<file path="src/rtl/fb_pkg.sv">
// Shared defaults and state encoding for the double-buffered framebuffer arbiter.
package fb_pkg;

    localparam int unsigned FB_FRAME_WORDS = 4800;
    localparam int unsigned FB_ADDR_WIDTH  = 13;
    localparam int unsigned FB_DROP_WIDTH  = 8;

    typedef enum logic [1:0] {
        IDLE   = 2'd0,
        READY  = 2'd1,
        LOCKED = 2'd2
    } fb_arb_state_t;

endpackage

</file>
<file path="src/rtl/fb_rd_addr_gen.sv">
// Read word-address counter for the locked frame: clear, increment, and a
// registered last-word flag that follows the address.
module fb_rd_addr_gen
    import fb_pkg::*;
#(
    parameter int unsigned FRAME_WORDS = FB_FRAME_WORDS,
    parameter int unsigned ADDR_WIDTH  = FB_ADDR_WIDTH
) (
    input  logic                  clk,
    input  logic                  rst_n,
    input  logic                  clr,
    input  logic                  inc,
    input  logic                  valid_next,
    output logic [ADDR_WIDTH-1:0] rd_addr,
    output logic                  rd_last
);

    localparam logic [ADDR_WIDTH-1:0] LAST_ADDR = ADDR_WIDTH'(FRAME_WORDS - 1);

    logic [ADDR_WIDTH-1:0] addr_next;

    // Next address: clear wins over increment.
    always_comb begin
        addr_next = rd_addr;
        if (clr) begin
            addr_next = '0;
        end else if (inc) begin
            addr_next = rd_addr + ADDR_WIDTH'(1);
        end
    end

    // Address and last flag registers.
    always_ff @(posedge clk) begin
        if (!rst_n) begin
            rd_addr <= '0;
            rd_last <= 1'b0;
        end else begin
            rd_addr <= addr_next;
            rd_last <= valid_next && (addr_next == LAST_ADDR);
        end
    end

endmodule

</file>
<file path="src/rtl/fb_arbiter.sv">
// Ping-pong framebuffer arbiter between a camera writer and a frame reader.
// Optional macro FB_ARB_DROP_COUNT_EN enables the saturating dropped-frame
// counter; when undefined drop_count is tied to zero.
module fb_arbiter
    import fb_pkg::*;
#(
    parameter int unsigned FRAME_WORDS = FB_FRAME_WORDS,
    parameter int unsigned ADDR_WIDTH  = FB_ADDR_WIDTH
) (
    input  logic                  cam_pclk,
    input  logic                  rst_n,
    input  logic                  frame_done,
    input  logic                  rd_req,
    input  logic                  rd_next,
    output logic                  wr_buf_sel,
    output logic                  rd_buf_sel,
    output logic [ADDR_WIDTH-1:0] rd_addr,
    output logic                  rd_valid,
    output logic                  rd_last,
    output logic                  frame_avail,
    output logic [7:0]            drop_count
);

    fb_arb_state_t state, state_next;
    logic          swap;
    logic          drop;
    logic          addr_clr;
    logic          addr_inc;

    // State register plus registered status flags derived from next state.
    always_ff @(posedge cam_pclk) begin
        if (!rst_n) begin
            state       <= IDLE;
            rd_valid    <= 1'b0;
            frame_avail <= 1'b0;
        end else begin
            state       <= state_next;
            rd_valid    <= (state_next == LOCKED);
            frame_avail <= (state_next == READY);
        end
    end

    // Next-state, swap, drop and address control.
    always_comb begin
        state_next = state;
        swap       = 1'b0;
        drop       = 1'b0;
        addr_clr   = 1'b0;
        addr_inc   = 1'b0;
        unique case (state)
            IDLE: begin
                if (frame_done) begin
                    swap       = 1'b1;
                    state_next = READY;
                end
            end
            READY: begin
                if (rd_req) begin
                    state_next = LOCKED;
                    addr_clr   = 1'b1;
                    swap       = frame_done;
                end else if (frame_done) begin
                    swap = 1'b1;
                    drop = 1'b1;
                end
            end
            LOCKED: begin
                if (!rd_req || (rd_next && rd_last)) begin
                    // Abort or end of frame: release, picking up a fresh frame if one lands now.
                    addr_clr   = 1'b1;
                    swap       = frame_done;
                    state_next = frame_done ? READY : IDLE;
                end else begin
                    addr_inc = rd_next;
                    drop     = frame_done;
                end
            end
            default: state_next = IDLE;
        endcase
    end

    // Buffer select registers; the two selects always differ.
    always_ff @(posedge cam_pclk) begin
        if (!rst_n) begin
            wr_buf_sel <= 1'b0;
            rd_buf_sel <= 1'b1;
        end else if (swap) begin
            rd_buf_sel <= wr_buf_sel;
            wr_buf_sel <= ~wr_buf_sel;
        end
    end

    fb_rd_addr_gen #(
        .FRAME_WORDS (FRAME_WORDS),
        .ADDR_WIDTH  (ADDR_WIDTH)
    ) u_addr_gen (
        .clk        (cam_pclk),
        .rst_n      (rst_n),
        .clr        (addr_clr),
        .inc        (addr_inc),
        .valid_next (state_next == LOCKED),
        .rd_addr    (rd_addr),
        .rd_last    (rd_last)
    );

`ifdef FB_ARB_DROP_COUNT_EN
    logic [FB_DROP_WIDTH-1:0] drop_cnt;

    // Saturating count of frames lost to overwrite.
    always_ff @(posedge cam_pclk) begin
        if (!rst_n) begin
            drop_cnt <= '0;
        end else if (drop && (drop_cnt != '1)) begin
            drop_cnt <= drop_cnt + FB_DROP_WIDTH'(1);
        end
    end

    assign drop_count = drop_cnt;
`else
    logic unused_drop;
    assign unused_drop = drop;
    assign drop_count  = '0;
`endif

endmodule

</file>
<file path="config.mk">
export PLATFORM = sky130hd
export DESIGN_NAME = fb_arbiter
export DESIGN_NICKNAME = d
export VERILOG_FILES = /design/src/rtl/fb_pkg.sv /design/src/rtl/fb_rd_addr_gen.sv /design/src/rtl/fb_arbiter.sv
export SDC_FILE = /design/constraint.sdc
export NUM_CORES = 1
export LEC_CHECK = 0
export ABC_CLOCK_PERIOD_IN_PS = 5000
export BUFFER_PORTS_ARGS = -buffer_cell sky130_fd_sc_hd__buf_2
export CAP_MARGIN = 20
export CORE_MARGIN = 2
export CORE_UTILIZATION = 35
export CTS_BUF_LIST = sky130_fd_sc_hd__clkbuf_8
export CTS_CLUSTER_DIAMETER = 80
export DETAILED_ROUTE_END_ITERATION = 7
export PLACE_DENSITY_LB_ADDON = 0.12
export SETUP_SLACK_MARGIN = 0.02
export SKIP_CTS_REPAIR_TIMING = 1
export SLEW_MARGIN = 20
export SYNTH_ARGS = -nofsm -noshare
export SYNTH_HDL_FRONTEND = slang
export SYNTH_SLANG_ARGS = --single-unit
</file>
<file path="constraint.sdc">
create_clock -name cam_pclk -period 5 [get_ports cam_pclk]
set_clock_uncertainty 0.1 [all_clocks]
set_input_delay 0.75 -clock cam_pclk [delete_from_list [all_inputs] [get_ports cam_pclk]]
set_output_delay 0.75 -clock cam_pclk [all_outputs]
set_load 0.02 [all_outputs]
</file>
* Word-level counts from Yosys, hierarchy flattened
Index checks and enable logic that the tools add are counted.
** Operators by class
- Mux-type cells :: 16
- Bitwise operators :: 1
- Reductions and logical operators :: 5
- $add $sub $neg :: 1
- Equal/unequal tests :: 5
** Operator list (number)
- 13-bit two-way mux :: 2
- 13-bit by 1-bit adder with 13-bit output, second input constant :: 1
- 13-bit == test, second input constant :: 1
- 1-bit two-way mux :: 8
- 2-bit two-way mux :: 3
- 2-bit one-hot mux with 3 select lines :: 1
- 2-bit by 1-bit == test with 1-bit output, second input constant :: 2
- 2-bit == test, second input constant :: 2
- 1-bit one-hot mux with 3 select lines :: 1
- 1-bit logical AND :: 2
- 2-bit logical NOT :: 1
- 1-bit one-hot mux with 2 select lines :: 1
- 1-bit logical NOT :: 1
- 1-bit logical OR :: 1
- 1-bit NOT :: 1
** Word-level totals
- Output and inout port bits :: 26
- Input bits :: 5
- Logic and storage cells :: 35
- Flip-flop bits (word level) :: 20

* Depth between registers and ports, before layout
- Word-level depth :: 8
- Gate-level depth with buffers :: 8
- Mapped depth without buffers :: 7

* Hierarchy
A second synthesis with hierarchy kept.
** Second synthesis, totals
- Cell total of the unflattened synthesis :: 140
- Area, all modules :: 1256.2 µm²
** By module, submodules not included
- fb_rd_addr_gen :: area each 818.3 µm², seq. area each 280.3 µm², instances 1, cells each 91
- fb_arbiter :: area each 437.9 µm², seq. area each 120.1 µm², instances 1, cells each 49

* Worst setup path before layout
OpenSTA, ideal clock, no wires.
- Path type :: input to register
- From :: input rd_req
- To :: register u_addr_gen.rd_last
- Setup time :: 0.118 ns
- Path slack :: 2.956 ns
- Data required time :: 4.782 ns
- Path buffers :: 0
- Stages on the path :: 5
- Arrival time :: 1.827 ns
- Cells stage by stage :: nand4b_2 > nor3_4 > and4b_1 > o31a_1 > o2111a_1
** Between the ends
- Cells in the longest elaborated chain, start to end :: 8
- Elaborated cells between the ends (all ways) :: 15
- Those cells by class :: eq/ne: 2; mux: 10; reduce/logical: 3
** RTL lines
- from (decl) :: line fb_arbiter.sv:13 : input logic rd_req,
- 1-bit logical NOT :: line fb_arbiter.sv:68 : if (!rd_req || (rd_next && rd_last)) begin
- 1-bit logical OR :: line fb_arbiter.sv:68
- 1-bit two-way mux :: line fb_arbiter.sv:68
- 1-bit two-way mux :: line fb_arbiter.sv:50 : unique case (state)
- 13-bit two-way mux :: line fb_rd_addr_gen.sv:27 : end else if (inc) begin
- 13-bit two-way mux :: line fb_rd_addr_gen.sv:25 : if (clr) begin
- 13-bit == test :: line fb_rd_addr_gen.sv:39 : rd_last <= valid_next && (addr_next == LAST_ADDR);
- 1-bit logical AND (*) :: line fb_rd_addr_gen.sv:39
- to (signal assigned) :: line fb_rd_addr_gen.sv:39
- to (decl) :: line fb_rd_addr_gen.sv:15 : output logic rd_last
Mark *: on every way between the ends. The rest lies on a longest branch, timed or not.
A chain may end at the register's enable or synchronous reset.

* Worst setup path after layout
- From :: register state[0]
- To :: register u_addr_gen.rd_last
** Between the ends
- Cells in the longest elaborated chain, start to end :: 6
- Elaborated cells between the ends (all ways) :: 14
- Those cells by class :: eq/ne: 4; mux: 8; reduce/logical: 2
** RTL lines
- from (decl) :: line fb_arbiter.sv:24 : fb_arb_state_t state, state_next;
- from (signal assigned) :: line fb_arbiter.sv:37 : state <= state_next;
- 2-bit == test :: line fb_arbiter.sv:50
- 1-bit two-way mux :: line fb_arbiter.sv:50
- 13-bit two-way mux :: line fb_rd_addr_gen.sv:27
- 13-bit two-way mux :: line fb_rd_addr_gen.sv:25
- 13-bit == test :: line fb_rd_addr_gen.sv:39
- 1-bit logical AND (*) :: line fb_rd_addr_gen.sv:39
Marked as above.

==> results.sh <==
export IMPL_status="finished clean"
export IMPL_dr_pass1_iters=4
export IMPL_grt_use_total=0.140
export IMPL_gp_congestion=0.839
export IMPL_drtIter0Drc=59
export IMPL_clk_pin_slew_ns=0.08
export IMPL_rsz0062_at_grt="no"
export IMPL_vias=1063
export IMPL_timing_worst_setup_path_type="reg -> reg"
export IMPL_synth_mux_area_frac=0.00815
export IMPL_ff2ff_path_depth=7
export IMPL_grt_max_degree=14
export IMPL_synthesis_area_um2=1230
export IMPL_pwr_share_seq=0.503
export IMPL_routed_wl_um=2570
export IMPL_avgSynthCellArea_um2=8.47
export IMPL_fin_ws_ns=2.61
export IMPL_synthCells=145
export IMPL_period_share=0.478
export IMPL_p_sw_uw=84.5
export IMPL_cts_buffers=3
export IMPL_end_kind="flop"
export IMPL_synth_xor_area_share=0.0998
export IMPL_via_per_inst=5.01
export IMPL_cts_tree="yes"
export IMPL_p_comb_frac=0.125
export IMPL_fin_nets=177
export IMPL_htree_num_levels=1
export IMPL_wire_per_inst_um=12.1
export IMPL_p_sw_frac=0.254
export IMPL_insertion_delay_ns=0.26
export IMPL_synthAdderAreaFrac=0.0509
export IMPL_tns_ns=0
export IMPL_crit_arrival_ns=2.45
export IMPL_ios=31
export IMPL_report_final_slew_viol_count=0
export IMPL_synthFlopType="dfxtp_1"
export IMPL_r2r_start="state[0]"
export IMPL_p_per_area_nw_per_um2=238
export IMPL_core_um2=3360
export IMPL_drive_gt1_frac=0.187
export IMPL_min_to="rd_buf_sel"
export IMPL_yosysUniqueCellTypes=37
export IMPL_total_power_uw=333
export IMPL_core_rowCount=21
export IMPL_critPathMaxFanout=11
export IMPL_required_ns=5.06
export IMPL_synth_simple_gate_area_share=0.285
export IMPL_async_reset_ff_frac=0
export IMPL_synth_compound_area_frac=0.145
export IMPL_numPortBuffers=22
export IMPL_finalCriticalPeriod_ns=2.39
export IMPL_start_kind="flop"
export IMPL_ys_ff_latch=20
export IMPL_fmax_ghz=0.418
export IMPL_yosysWarnings=0
export IMPL_dieWidth_um=63.3
export IMPL_synth_top_family_by_area="simple AND/OR/NAND/NOR gates"
export IMPL_die_area_um2=4000
export IMPL_r2r_end="u_addr_gen.rd_last"
export IMPL_yosysTopAreaCell="dfxtp_1"
export IMPL_p_int_uw=249
export IMPL_hold_class="reg -> reg"
export IMPL_yosysSeqAreaShare=0.326
export IMPL_cts_buffer_depth=2
export IMPL_synth_area_leaders="dfxtp_1, xnor2_1, buf_4"
export IMPL_whs_ns=0.381
export IMPL_pre_cts_slack_ns=2.41
export IMPL_irDropWorstVdd_uv=177
export IMPL_power_frac_clock=0.372
export IMPL_clock_root_buffer="clkbuf_8"
export IMPL_min_from="rd_buf_sel"
export IMPL_antenna_found_initial=0
export IMPL_area_growth_pct=13.8
export IMPL_postRouteAntennaNets=0
export IMPL_hold_violations=0
export IMPL_drc=0
export IMPL_r2r_slack_ns=2.61
export IMPL_hpwlAfterDp_um=1950
export IMPL_synth_edf_count=0
export IMPL_start_util=0.365
export IMPL_max_cap_violations=0
export IMPL_grt_pass1_wl_um=4450
export IMPL_setup_viol=0
export IMPL_synth_top_area_share=0.326
export IMPL_first_global_vias=991
export IMPL_min_path_cells=2
export IMPL_grt_overflow=0
export IMPL_p_leak_uw=0.000621
export IMPL_num_antenna_cells=0
export IMPL_die_h_um=63.3
export IMPL_cts_sinks=20
[cell type report]
| type | count | area [um^2] |
|---|---|---|
| well taps | 46 | 57.6 |
| fillers | 363 | 1960 |
| repair buffers | 22 | 110 |
| clock buffers | 4 | 55.1 |
| inverters | 6 | 22.5 |
| multi-input cells | 114 | 753 |
| flip-flops and latches | 20 | 400 |
[stage by stage]
stage / util / instance area (um^2) / std cells
6_report: 0.416 / 1400 / 212
5_1_grt: 0.416 / 1400 / 212
4_1_cts: 0.416 / 1400 / 212
3_5_place_dp: 0.400 / 1340 / 208
3_3_place_gp: 0.400 / 1340 / 208
2_1_floorplan: - / 1250 / 152
[sequential cells by signal, summed over array words and instances, names as in the netlist]
register            cells
rd_buf_sel              1
rd_valid                1
frame_avail             1
state                   2
u_addr_gen.rd_addr     13
wr_buf_sel              1
u_addr_gen.rd_last      1
[per-layer routing]
metal  GRT usage  part of all wire  vias up
li1            -                 -      536
met1       0.161              0.46      493
met3      0.0411             0.055        4
met2       0.233              0.47       30
met5           0                 0        -
met4      0.0734             0.017        0
[worst max-delay path, stage by stage, from the launching register on]
cell,delay (ns)
dfxtp_1,0.36
inv_1,0.09
ha_1,0.26
nand4b_2,0.37
nor3_4,0.40
and4b_1,0.23
o31a_1,0.23
o2111a_1,0.24
[cells in the final DEF (no fill, tap or decap), types with 3 or more instances in the layout]
cell / netlist / routed
buf_2: 0 / 22
dfxtp_1: 20 / 20
nor2_1: 18 / 18
nand2_1: 15 / 15
xnor2_1: 8 / 8
conb_1: 1 / 8
inv_1: 6 / 6
xor2_1: 6 / 6
nor3_1: 6 / 6
a21oi_1: 5 / 5
ha_1: 5 / 5
nand3_1: 4 / 4
clkbuf_8: 0 / 4
and4b_1: 3 / 3
nand4_1: 3 / 3
and2_1: 3 / 3
o31a_1: 3 / 3
o21ai_0: 3 / 3
[synthesized netlist by cell type, types with 2 or more instances]
master / instances
a21bo_2: 2
a21oi_1: 5
a311oi_1: 2
and2_1: 3
and4b_1: 3
buf_4: 9
clkbuf_1: 2
dfxtp_1: 20
ha_1: 5
inv_1: 6
nand2_1: 15
nand3_1: 4
nand4_1: 3
nand4b_1: 2
nor2_1: 18
nor2b_1: 2
nor3_1: 6
nor4_1: 2
o211a_1: 2
o21ai_0: 3
o31a_1: 3
xnor2_1: 8
xor2_1: 6
[power groups by stage]
stage	logic [uW]	clock network (uW)	registers, uW
5_1_grt	46.0	137	168
3_3_place_gp	40.6	0	171
6_report	41.8	124	168
3_5_place_dp	41.7	0	172
4_1_cts	41.9	131	168
2_1_floorplan	30.8	0	175
[worst max-delay path by stage]
| stage | slack, ns | cells after the start | to | startpoint |
|---|---|---|---|---|
| 6_report | 2.61 | 7 | u_addr_gen.rd_last | state[0] |
| 5_1_grt | 2.43 | 7 | u_addr_gen.rd_last | state[0] |
| 4_1_cts | 2.60 | 7 | u_addr_gen.rd_last | state[0] |
| 3_5_place_dp | 2.41 | 6 | u_addr_gen.rd_last | rd_req |
| 3_3_place_gp | 2.47 | 6 | u_addr_gen.rd_last | rd_req |
| 2_1_floorplan | 2.96 | 5 | u_addr_gen.rd_last | rd_req |
[cells by family after synthesis]
family / after synthesis
multiplexers: 1
XOR/XNOR: 14
buffers and inverters: 18
AND/OR/NAND/NOR: 63
AO/OA/AOI/OAI: 23
flip-flops: 20
other: 1
adder cells (fa/ha/maj): 5
Note: power is estimated with default switching activity, not from simulation.
